==> config.mk <==
export PLATFORM = sky130hd
export DESIGN_NAME = perfil_arbitro
export DESIGN_NICKNAME = d
export VERILOG_FILES = /design/src/rtl/perfil_pkg.sv /design/src/rtl/perfil_rr_select.sv /design/src/rtl/perfil_arbitro.sv
export SDC_FILE = /design/constraint.sdc
export NUM_CORES = 1
export LEC_CHECK = 0
export ABC_AREA = 1
export CAP_MARGIN = 20
export CORE_ASPECT_RATIO = 0.75
export CORE_MARGIN = 4
export CORE_UTILIZATION = 43
export DETAILED_ROUTE_END_ITERATION = 7
export DONT_BUFFER_PORTS = 1
export GPL_TIMING_DRIVEN = 1
export PLACE_DENSITY = 0.67
export SYNTH_ARGS = -nofsm -noshare
export SYNTH_HDL_FRONTEND = slang
export SYNTH_SLANG_ARGS = --single-unit
==> constraint.sdc <==
create_clock -name clk_i -period 3.1 [get_ports clk_i]
set_clock_uncertainty 0.1 [all_clocks]
set_input_delay 0.31 -clock clk_i [delete_from_list [all_inputs] [get_ports clk_i]]
set_output_delay 0.31 -clock clk_i [all_outputs]
set_load 0.02 [all_outputs]
==> src/rtl/perfil_pkg.sv <==
// perfil_pkg: shared state encoding and profile codes for perfil_arbitro
package perfil_pkg;
   typedef enum logic [1:0] {IDLE, GRANT, HOLD, DONE} state_e;
   localparam logic [2:0] PERFIL_INVALID = 3'b000;
   localparam int PW_DEFAULT = 3;
endpackage

==> src/rtl/perfil_rr_select.sv <==
// perfil_rr_select: round-robin winner search starting just above the pointer
module perfil_rr_select #(
   parameter int NUM_IF = 2,
   parameter int IW = (NUM_IF > 1) ? $clog2(NUM_IF) : 1
) (
   input  logic [NUM_IF-1:0] req_i,
   input  logic [IW-1:0]     ptr_i,
   output logic [NUM_IF-1:0] onehot_o,
   output logic [IW-1:0]     idx_o,
   output logic              any_o
);
   logic [IW-1:0] j;
   always_comb begin
      onehot_o = '0;
      idx_o    = '0;
      j        = '0;
      any_o    = |req_i;
      // scan farthest to nearest so the closest requester above the pointer wins
      for (int k = NUM_IF; k >= 1; k--) begin
         j = IW'((int'(ptr_i) + k) % NUM_IF);
         if (req_i[j]) begin
            onehot_o    = '0;
            onehot_o[j] = 1'b1;
            idx_o       = j;
         end
      end
   end
endmodule

==> src/rtl/perfil_arbitro.sv <==
// perfil_arbitro: shares one profile-transfer path between NUM_IF requesters.
// Round-robin by default; PERFIL_ARBITRO_PRIORITY_EN selects fixed lowest-index priority.
module perfil_arbitro
   import perfil_pkg::*;
#(
   parameter int NUM_IF      = 2,
   parameter int PW          = PW_DEFAULT,
   parameter int HOLD_CYCLES = 4
) (
   input  logic                 clk_i,
   input  logic                 reset_n_i,
   input  logic [NUM_IF-1:0]    req_i,
   input  logic [NUM_IF*PW-1:0] perfil_in_i,
   output logic [PW-1:0]        perfil_out_o,
   output logic                 perfil_valid_o,
   output logic [NUM_IF-1:0]    grant_o,
   output logic [NUM_IF-1:0]    ack_o,
   output logic                 err_o,
   output logic                 busy_o
);
   localparam int IW = (NUM_IF > 1) ? $clog2(NUM_IF) : 1;
   localparam int CW = $clog2(HOLD_CYCLES + 1);

   state_e            state_q, state_d;
   logic [IW-1:0]     ptr_q, ptr_d, win_q, win_d, sel_idx;
   logic [NUM_IF-1:0] grant_q, grant_d, ack_q, ack_d, sel_oh;
   logic [PW-1:0]     perfil_q, perfil_d, slice;
   logic [CW-1:0]     cnt_q, cnt_d;
   logic              valid_q, valid_d, err_q, err_d, busy_q, busy_d, any_req;
   logic [PW-1:0]     prof_a [NUM_IF];

   for (genvar g = 0; g < NUM_IF; g++) begin : g_unpack
      assign prof_a[g] = perfil_in_i[g*PW +: PW];
   end
   assign slice = prof_a[win_q];

   // with the pointer frozen at NUM_IF-1 the search always starts at index 0
   perfil_rr_select #(.NUM_IF(NUM_IF), .IW(IW)) u_sel (
      .req_i   (req_i),
      .ptr_i   (ptr_q),
      .onehot_o(sel_oh),
      .idx_o   (sel_idx),
      .any_o   (any_req)
   );

   always_comb begin
      state_d  = state_q;
      ptr_d    = ptr_q;
      win_d    = win_q;
      grant_d  = grant_q;
      perfil_d = perfil_q;
      valid_d  = valid_q;
      cnt_d    = cnt_q;
      ack_d    = '0;
      err_d    = 1'b0;
      case (state_q)
         IDLE: if (any_req) begin
            state_d = GRANT;
            grant_d = sel_oh;
            win_d   = sel_idx;
         end
         GRANT: if (slice == PW'(PERFIL_INVALID)) begin
            err_d   = 1'b1;
            ack_d   = grant_q;
            state_d = DONE;
         end else begin
            perfil_d = slice;
            valid_d  = 1'b1;
            cnt_d    = CW'(HOLD_CYCLES - 1);
            state_d  = HOLD;
         end
         HOLD: if (cnt_q == '0) begin
            state_d  = DONE;
            ack_d    = grant_q;
            valid_d  = 1'b0;
            perfil_d = '0;
         end else begin
            cnt_d = cnt_q - CW'(1);
         end
         DONE: begin
            grant_d = '0;
`ifdef PERFIL_ARBITRO_PRIORITY_EN
            ptr_d   = ptr_q;
`else
            ptr_d   = win_q;
`endif
            state_d = IDLE;
         end
         default: state_d = IDLE;
      endcase
      busy_d = state_d != IDLE;
   end

   always_ff @(posedge clk_i or negedge reset_n_i) begin
      if (!reset_n_i) begin
         state_q  <= IDLE;
         ptr_q    <= IW'(NUM_IF - 1);
         win_q    <= '0;
         grant_q  <= '0;
         perfil_q <= '0;
         valid_q  <= 1'b0;
         cnt_q    <= '0;
         ack_q    <= '0;
         err_q    <= 1'b0;
         busy_q   <= 1'b0;
      end else begin
         state_q  <= state_d;
         ptr_q    <= ptr_d;
         win_q    <= win_d;
         grant_q  <= grant_d;
         perfil_q <= perfil_d;
         valid_q  <= valid_d;
         cnt_q    <= cnt_d;
         ack_q    <= ack_d;
         err_q    <= err_d;
         busy_q   <= busy_d;
      end
   end

   assign perfil_out_o   = perfil_q;
   assign perfil_valid_o = valid_q;
   assign grant_o        = grant_q;
   assign ack_o          = ack_q;
   assign err_o          = err_q;
   assign busy_o         = busy_q;
endmodule

* After elaboration in Yosys (flattened, before gate mapping)
Index checks and enable logic that the tools add are counted.
** Word-level totals
- Flip-flop bits (word level) :: 17
- Input port bits :: 10
- Output and inout bits :: 10
- Logic and storage cells :: 74
** Operators by class
- Add/subtract/negate cells :: 3
- $lt $le $gt $ge :: 5
- Eq/ne operators :: 7
- Multiplexer cells :: 35
- Bitwise logic cells :: 1
- Reduce and logical (&&, ||, !) cells :: 13
** Operators with widths (count)
- $mux W3 :: 7
- $mux W2 :: 7
- $mux W1 :: 13
- $pmux W3 S2 :: 2
- $ne A2 B2 Y1 const B :: 4
- $pmux W2 S2 :: 2
- $pmux W2 S4 :: 1
- $logic_not A3 Y1 :: 2
- $reduce_and A3 Y1 :: 2
- $reduce_bool A2 Y1 :: 3
- $eq A2 B2 Y1 const B :: 2
- $lt A1 B2 Y1 const B :: 2
- $reduce_and A2 Y1 :: 2
- $sub A3 B1 Y3 const B :: 1
- $add A1 B1 Y1 const B :: 2
- $demux W1 S1 :: 2
- $eq A2 B1 Y1 const B :: 1
- $ge A1 B1 Y1 const B :: 2
- $ge A2 B2 Y1 const B :: 1
- $logic_and A1 B1 Y1 :: 2
- $logic_not A2 Y1 :: 1
- $not A1 Y2 :: 1
- $pmux W1 S2 :: 1
- $reduce_or A2 Y1 :: 1

* Depth between registers and ports, before layout
Gate-level depths: netlist of run 1.
- Word-level depth :: 9
- Gate-level depth with buffers :: 9
- Mapped depth without buffers :: 9

* Modules after synthesis
Synthesis of run 1 repeated with hierarchy kept, for this count alone.
** Unflattened totals
- Cells, all modules :: 107
- Area, all modules :: 882.1 um2
** Modules (own cells, without submodules)
- perfil_arbitro :: instances 1, cells an instance 100, area each 848.3 um2, sequential area each 426.7 um2
- perfil_rr_select :: instances 1, cells an instance 7, area each 33.8 um2, sequential area each 0.0 um2

* Least setup slack after synthesis of run 1
Ideal clock, no wire load.
- Path kind :: reg-to-reg
- Start :: reg state_q[0]
- End :: reg perfil_q[0] (netlist: perfil_out_o[0])
- Library setup time :: 0.117 ns
- Arrival :: 1.332 ns
- Data required time :: 2.883 ns
- Slack :: 1.551 ns
- Stages on the path, launching flop included :: 10
- Buffers on the path :: 1
- Period minus slack after synthesis :: 1.549 ns
- Cells stage by stage :: dfrtp_1 > inv_1 > ha_1 > buf_6 > inv_1 > nor2_1 > nor2_1 > nand2_1 > nand2_1 > nand2_1
** Between the ends
- Cells in the longest elaborated chain, start to end :: 3
- Elaborated cells between the ends (all ways) :: 7
- Those cells by class :: eq/ne (4); mux (1); reduce/logical (2)
** RTL lines
- start: declaration :: RTL line perfil_arbitro.sv:24 : state_e state_q, state_d;
- start signal: assignment :: RTL line perfil_arbitro.sv:107 : state_q <= state_d;
- $eq A2 B2 Y1 or $eq A2 B1 Y1 (tied branches) :: RTL line perfil_arbitro.sv:56 : case (state_q)
- $ne A2 B2 Y1 (no line) or $reduce_bool A2 Y1 (tied branches)
- $reduce_and A3 Y1 (no line)
- end signal: assignment :: RTL line perfil_arbitro.sv:111 : perfil_q <= perfil_d;
- end: declaration :: RTL line perfil_arbitro.sv:27 : logic [PW-1:0] perfil_q, perfil_d, slice;
Several ways; a longest one is shown, not always the timed one.
A chain may end at the register's enable or synchronous reset.

* Worst setup path in the final report of run 1
Ends and elaborated chain as after synthesis.

==> results.ini, run 1 <==
[status]
outcome=completed

[worst_setup_path]
critPathLaunchType=register
path_common_cell=nand2_1
crit_path_top_delay_cell=dfrtp_1
cp-end-kind=register
cp_top_family=simple AND/OR/NAND/NOR gates
cp.required_ns=3.20
crit_type=reg2reg
path_cells=inv_1, ha_1, inv_1, nor2_1, nor2_1, nand2_1, nand2_1, nand2_1
crit_fanout=8
critPathBufInv=2
critPathMaxStageDelay_ns=0.41
worst-endpoint-arrival_ns=1.85

[synthesis]
syn-cell-area_um2=879.6
synthCells=110
synth_fp_nets=126
synth-edff-count=0
synth_most_common_cell=nand2_1
synth.area.top_cells=dfrtp_1, nand2_1, ha_1
synth_flop_cell=dfrtp_1
synth_common_cells=nand2_1, dfrtp_1, inv_1
yosys_warnings=0
synth.top_cell.area_share=0.4552
netlist-cell-type-count=16
async_reset_ff_frac=1.000
ys_seq_area_frac=0.4851
ys_ff_latch=17
synth_top_cell_by_area=dfrtp_1
synth_area_per_cell_um2=7.996

[timing]
final_max_slew_viol_count=0
fin_crit_sh=0.5653
relSlewSlack=0.4924
rsz0062_at_grt=no
hold_slack_ns=0.07948
fin_tns_setup_ns=0
setup_viol_count_final=0
clock.fmax_mhz=570.6
post-route-min-period_ns=1.752
hold_viol=0
worst_pin_slew_ns=0.7589

[power_and_ir_drop]
powerDensity_mw_per_mm2=1103
internal-power_w=0.0005380
p_leak_nw=0.5100
power_frac_comb=0.458
power_frac_seq=0.423
swShare=0.4708
ir_drop_mv=0.5719
power.clock.fraction=0.119
power_switching_w=0.0004787

[layout]
post_route_cells_drive_above_1_share=0.08850
syn2layout_area_growth_pct=4.836
design_area_um2=922.1
antenna_cells=0
fin_nets=130

[clock_tree]
numCtsBuffers=3
clk_path_buf_depth=2
cts_resized=0
ctsHoldBuffers=1
cts.sinks=17
clk_pin_slew_ns=0.11
htree_levels=1
post-cts-setup-buffers=0
clk_latency_ns=0.29
cts_root_buf=clkbuf_4
cts_tree=yes

[detailed_routing]
vias_per_cell=4.837
drt_first_pass_iters=4
wl_um=1552
ant_nets=0
routedWlPerCell_um=11.50
drt_iter0_drc=17
num_vias=653
drc=0

[global_routing]
grt_max_degree=18
grt-ovfl-total=0
grt_use_total=0.1318
antenna_found_initial=0
grt_pass1_wl_um=2684
grt_pass1_vias=619

[floorplanning]
die_height_um=47.17
row_count=13
ios=20
die_area_mm2=0.002841
die_w_um=60.23
core_area_mm2=0.001838
start_util=0.4786

[flow_run]
max_cap_viol_count=0

[placement]
dpl.hpwl_um=1190
place_area_um2=884.6
routabilityCongestion=0.8158
io_buffers=0

[hold_path]
min_path_type=in2reg

[per-layer routing]
layer,track usage,vias up,share of wire
met5,0,-,0
met4,0.02655,0,0.0084
met3,0.06319,2,0.082
met2,0.1940,20,0.40
met1,0.1776,289,0.51
li1,-,342,-
[stage by stage]
stage	cells	total power, W	util	worst slack [ns]
2_1_floorplan	110	0.0008208	-	1.551
3_3_place_gp	130	0.0008901	0.4813	1.473
3_5_place_dp	130	0.0008972	0.4813	1.355
4_1_cts	135	0.001029	0.5017	1.346
5_1_grt	135	0.001135	0.5017	1.202
6_report	135	0.001017	0.5017	1.348
[cell usage in the layout (no fill, tap or decap), drive strengths merged]
cell         netlist  final
ha                 6      6
o21ai              2      2
inv               15     15
clkinv             0      1
nand3b             1      1
nor3               1      1
o22ai              2      2
dlygate4sd3        0      1
dfstp              1      1
clkbuf             0      3
a21oi              4      4
nor2              14     14
nand3              7      7
nand2             39     39
dfrtp             16     16
[flip-flops by register name, summed over array words and instances, names as in the netlist]
| name | count |
|---|---|
| ptr_q | 1 |
| perfil_valid_o | 1 |
| ack_o | 2 |
| grant_o | 2 |
| perfil_out_o | 3 |
| win_q | 1 |
| err_o | 1 |
| state_q | 2 |
| busy_o | 1 |
| cnt_q | 3 |
[logic make-up (layout without fill, tap and decap cells)]
logic type,count (synthesis),after routing,synth area share
AOI/OAI and AO/OA,8,8,0.04836
adders and majority gates,6,6,0.08535
and+or+nand+nor,62,62,0.2916
buffers and inverters,17,20,0.08961
DFF,17,17,0.4851
[worst paths after layout]
kind / start / endpoint / slack (ns) / cells after the start
setup / recovery: state_q[0]$_DFF_PN0_ / perfil_out_o[0]$_DFFE_PN0P_ / 1.35 / 8
hold / removal: req_i[0] / grant_o[0]$_DFFE_PN0P_ / 0.08 / 2
setup reg to reg: state_q[0]$_DFF_PN0_ / perfil_out_o[0]$_DFFE_PN0P_ / 1.35 / 8
hold reg to reg: cnt_q[1]$_DFFE_PN0P_ / cnt_q[1]$_DFFE_PN0P_ / 0.38 / 2
max in group asynchronous: reset_n_i / cnt_q[1]$_DFFE_PN0P_ / 2.01 / 1
min in group asynchronous: reset_n_i / win_q$_DFFE_PN0P_ / 0.42 / 1
[power groups by stage]
stage	combinational [W]	sequential [W]	clock [W]
after global routing	0.000558	0.000444	0.000134
after CTS	0.000470	0.000432	0.000127
after global placement	0.000455	0.000435	0
after floorplan	0.000399	0.000422	0
after detailed placement	0.000460	0.000437	0
final	0.000466	0.000430	0.000121
[final cells by class]
cell class                 instances  area, µm²
clock buffer                       3      22.52
tap                               22      27.53
clock inverter                     1      5.005
inverter                          15      56.30
sequential                        17      426.7
fill                             180      915.9
timing repair buffer               1      10.01
multi-input combinational         76      374.1
Power figures use the tool's default switching activity.
==> inputs of run 2 (changes only) <==
PLACE_DENSITY = 0.69   (was 0.67)
clock period = 1.5 ns   (was 3.1 ns; I/O delays follow)
==> run 2 against run 1 <==
Utilization rose by 10 points. Worst hold slack worse by 0.059 ns. Sequential power is 110% higher. Combinational power grew to 3.0 times the previous value. Setup slack got worse by 1.3 ns. Clock power increased by 98%. First-iteration DRC count grew 150%. Sequential share of layout area down 7.7 points. Final area grew 20%. Critical path type unchanged. Highest routed layer unchanged.
==> results.ini, run 2 (synthesis results as in run 1) <==
[status]
outcome=completed

[detailed_routing]
wl_um=2001  ; +29%
drc=0  ; unchanged
num_vias=747  ; +14%
routedWlPerCell_um=13.61  ; +18%
drt_iter0_drc=42  ; +25
drt_first_pass_iters=4  ; unchanged
ant_nets=0  ; unchanged
vias_per_cell=5.082  ; +5.1%

[power_and_ir_drop]
powerDensity_mw_per_mm2=2326  ; +110%
power_switching_w=0.001182  ; +150%
power.clock.fraction=0.093  ; -0.026
p_leak_nw=0.5654  ; +11%
swShare=0.4594  ; -0.01147
internal-power_w=0.001391  ; +160%
power_frac_seq=0.356  ; -0.067
ir_drop_mv=1.239  ; +120%
power_frac_comb=0.551  ; +0.093
fin_total_pwr_w=0.002573  ; +150%

[timing]
final_max_slew_viol_count=0  ; unchanged
clock.fmax_mhz=669.7  ; +17%
relSlewSlack=0.4864  ; -0.005990
setup_viol_count_final=0  ; unchanged
fin_ws_ns=0.006717  ; -1.341 ns
hold_viol=0  ; unchanged
fin_crit_sh=0.9955  ; +0.4302
worst_pin_slew_ns=0.7679  ; +0.008955 ns
post-route-min-period_ns=1.493  ; -0.2591 ns
rsz0062_at_grt=yes
hold_slack_ns=0.02035  ; -0.05913 ns

[layout]
fin_nets=142  ; +9.2%
syn2layout_area_growth_pct=25.75
antenna_cells=0  ; unchanged
layout_common_cells=nand2_1, dfrtp_1, nor2_1, buf_4, inv_1
design_area_mm2=0.001106  ; +20%
layout_commonest_cell=nand2_1
post_route_cells_drive_above_1_share=0.2800  ; +0.1915

[clock_tree]
numCtsBuffers=3  ; unchanged
htree_levels=1  ; unchanged
clk_pin_slew_ns=0.10  ; about the same
cts_root_buf=clkbuf_4
clk_latency_ns=0.29  ; about the same
cts.sinks=17  ; unchanged
cts_tree=yes
clk_path_buf_depth=2  ; unchanged

[floorplanning]
die_height_um=47.17  ; unchanged
row_count=13  ; unchanged
ios=20  ; unchanged
die_w_um=60.23  ; unchanged
die_area_mm2=0.002841  ; unchanged
start_util=0.4786  ; unchanged
core_area_mm2=0.001838  ; unchanged

[hold_path]
worstHoldStart=req_i[0]
min_path_type=in2reg

[global_routing]
groute.layer.met3.usage=0.06868  ; +0.005495
grt_use_met1=0.1681  ; -0.009501
grt_use_total=0.1426  ; +0.01080
grt_pass1_vias=637  ; +2.9%
use_met2=0.2220  ; +0.02802
grt_pass1_wl_um=2815  ; +4.9%
antenna_found_initial=0  ; unchanged
busiest_layer=met2
grt_max_degree=18  ; unchanged
grt-ovfl-total=0  ; unchanged

[worst_setup_path]
cp-end-kind=register
setup.worst_path.start=state_q[0]$_DFF_PN0_
worst-endpoint-arrival_ns=1.56  ; -0.29 ns
critPathLaunchType=register
crit_fanout=3  ; -5
reg2reg_from=state_q[0]$_DFF_PN0_
crit_type=reg2reg
cp.required_ns=1.56  ; -1.64 ns

[placement]
routabilityCongestion=0.8072  ; -1.1%
io_buffers=0  ; unchanged
dpl_worst_slack_ns=-0.02872  ; -1.384 ns
dpl.hpwl_um=1263  ; +6.1%
place_area_um2=924.6  ; +4.5%

[flow_run]
max_cap_viol_count=0  ; unchanged

[run 2: timing repair]
item | 4_1_cts | 5_1_grt
endpoints found under the setup margin | 5 | 13
gates resized for setup | 6 | 16
gates cloned | 0 | 0
buffers inserted | 0 | 5
hold buffers | 3 | 0
pin swaps | 3 | 5
endpoints found under the hold margin | 22 | 0
[run 2: final cells by class]
cell class / count / area (µm²)
fill: 150 / 732.0
multi-input combinational: 76 / 464.2
sequential: 17 / 426.7
timing repair buffer: 13 / 105.1
inverter: 15 / 56.30
tap: 22 / 27.53
clock buffer: 4 / 26.28
[run 2: power groups by stage]
stage,logic [W],clock network [W],registers (W)
2_1_floorplan,0.000836,0,0.000872
3_3_place_gp,0.00105,0,0.000898
3_5_place_dp,0.00107,0,0.000902
4_1_cts,0.00117,0.000251,0.000894
5_1_grt,0.00157,0.000269,0.000941
6_report,0.00142,0.000239,0.000917
[run 2: worst max-delay path, cell delays in order (launching register included)]
cell     delay, ns
dfrtp_1       0.44
inv_2         0.11
buf_4         0.13
ha_4          0.13
buf_4         0.11
nor2_1        0.04
nor2_1        0.18
o22ai_2       0.12
[run 2: path summary, 6_finish.rpt]
path | cells past startpoint | slack (ns) | to
worst max-delay path | 7 | 0.007 | grant_o[0]$_DFFE_PN0P_
worst min-delay path | 3 | 0.02 | win_q$_DFFE_PN0P_
worst max register to register | 7 | 0.007 | grant_o[0]$_DFFE_PN0P_
worst min register to register | 2 | 0.39 | cnt_q[2]$_DFFE_PN0P_
max in group asynchronous | 1 | 0.54 | cnt_q[2]$_DFFE_PN0P_
min in group asynchronous | 1 | 0.26 | grant_o[1]$_DFFE_PN0P_
[run 2: per-layer routing]
| metal | vias to the layer above | wire, µm |
|---|---|---|
| li1 | 371 | - |
| met1 | 341 | 892 |
| met2 | 33 | 918 |
| met3 | 2 | 175 |
| met4 | 0 | 16 |
| met5 | - | 0 |
[run 2: stage by stage]
stage	util	setup TNS (ns)	instances
floorplan	-	0	110
global placement	0.5031	0	135
detailed placement	0.5031	-0.1066	135
CTS	0.5500	0	142
global route	0.6018	-0.2723	147
finish	0.6018	0	147
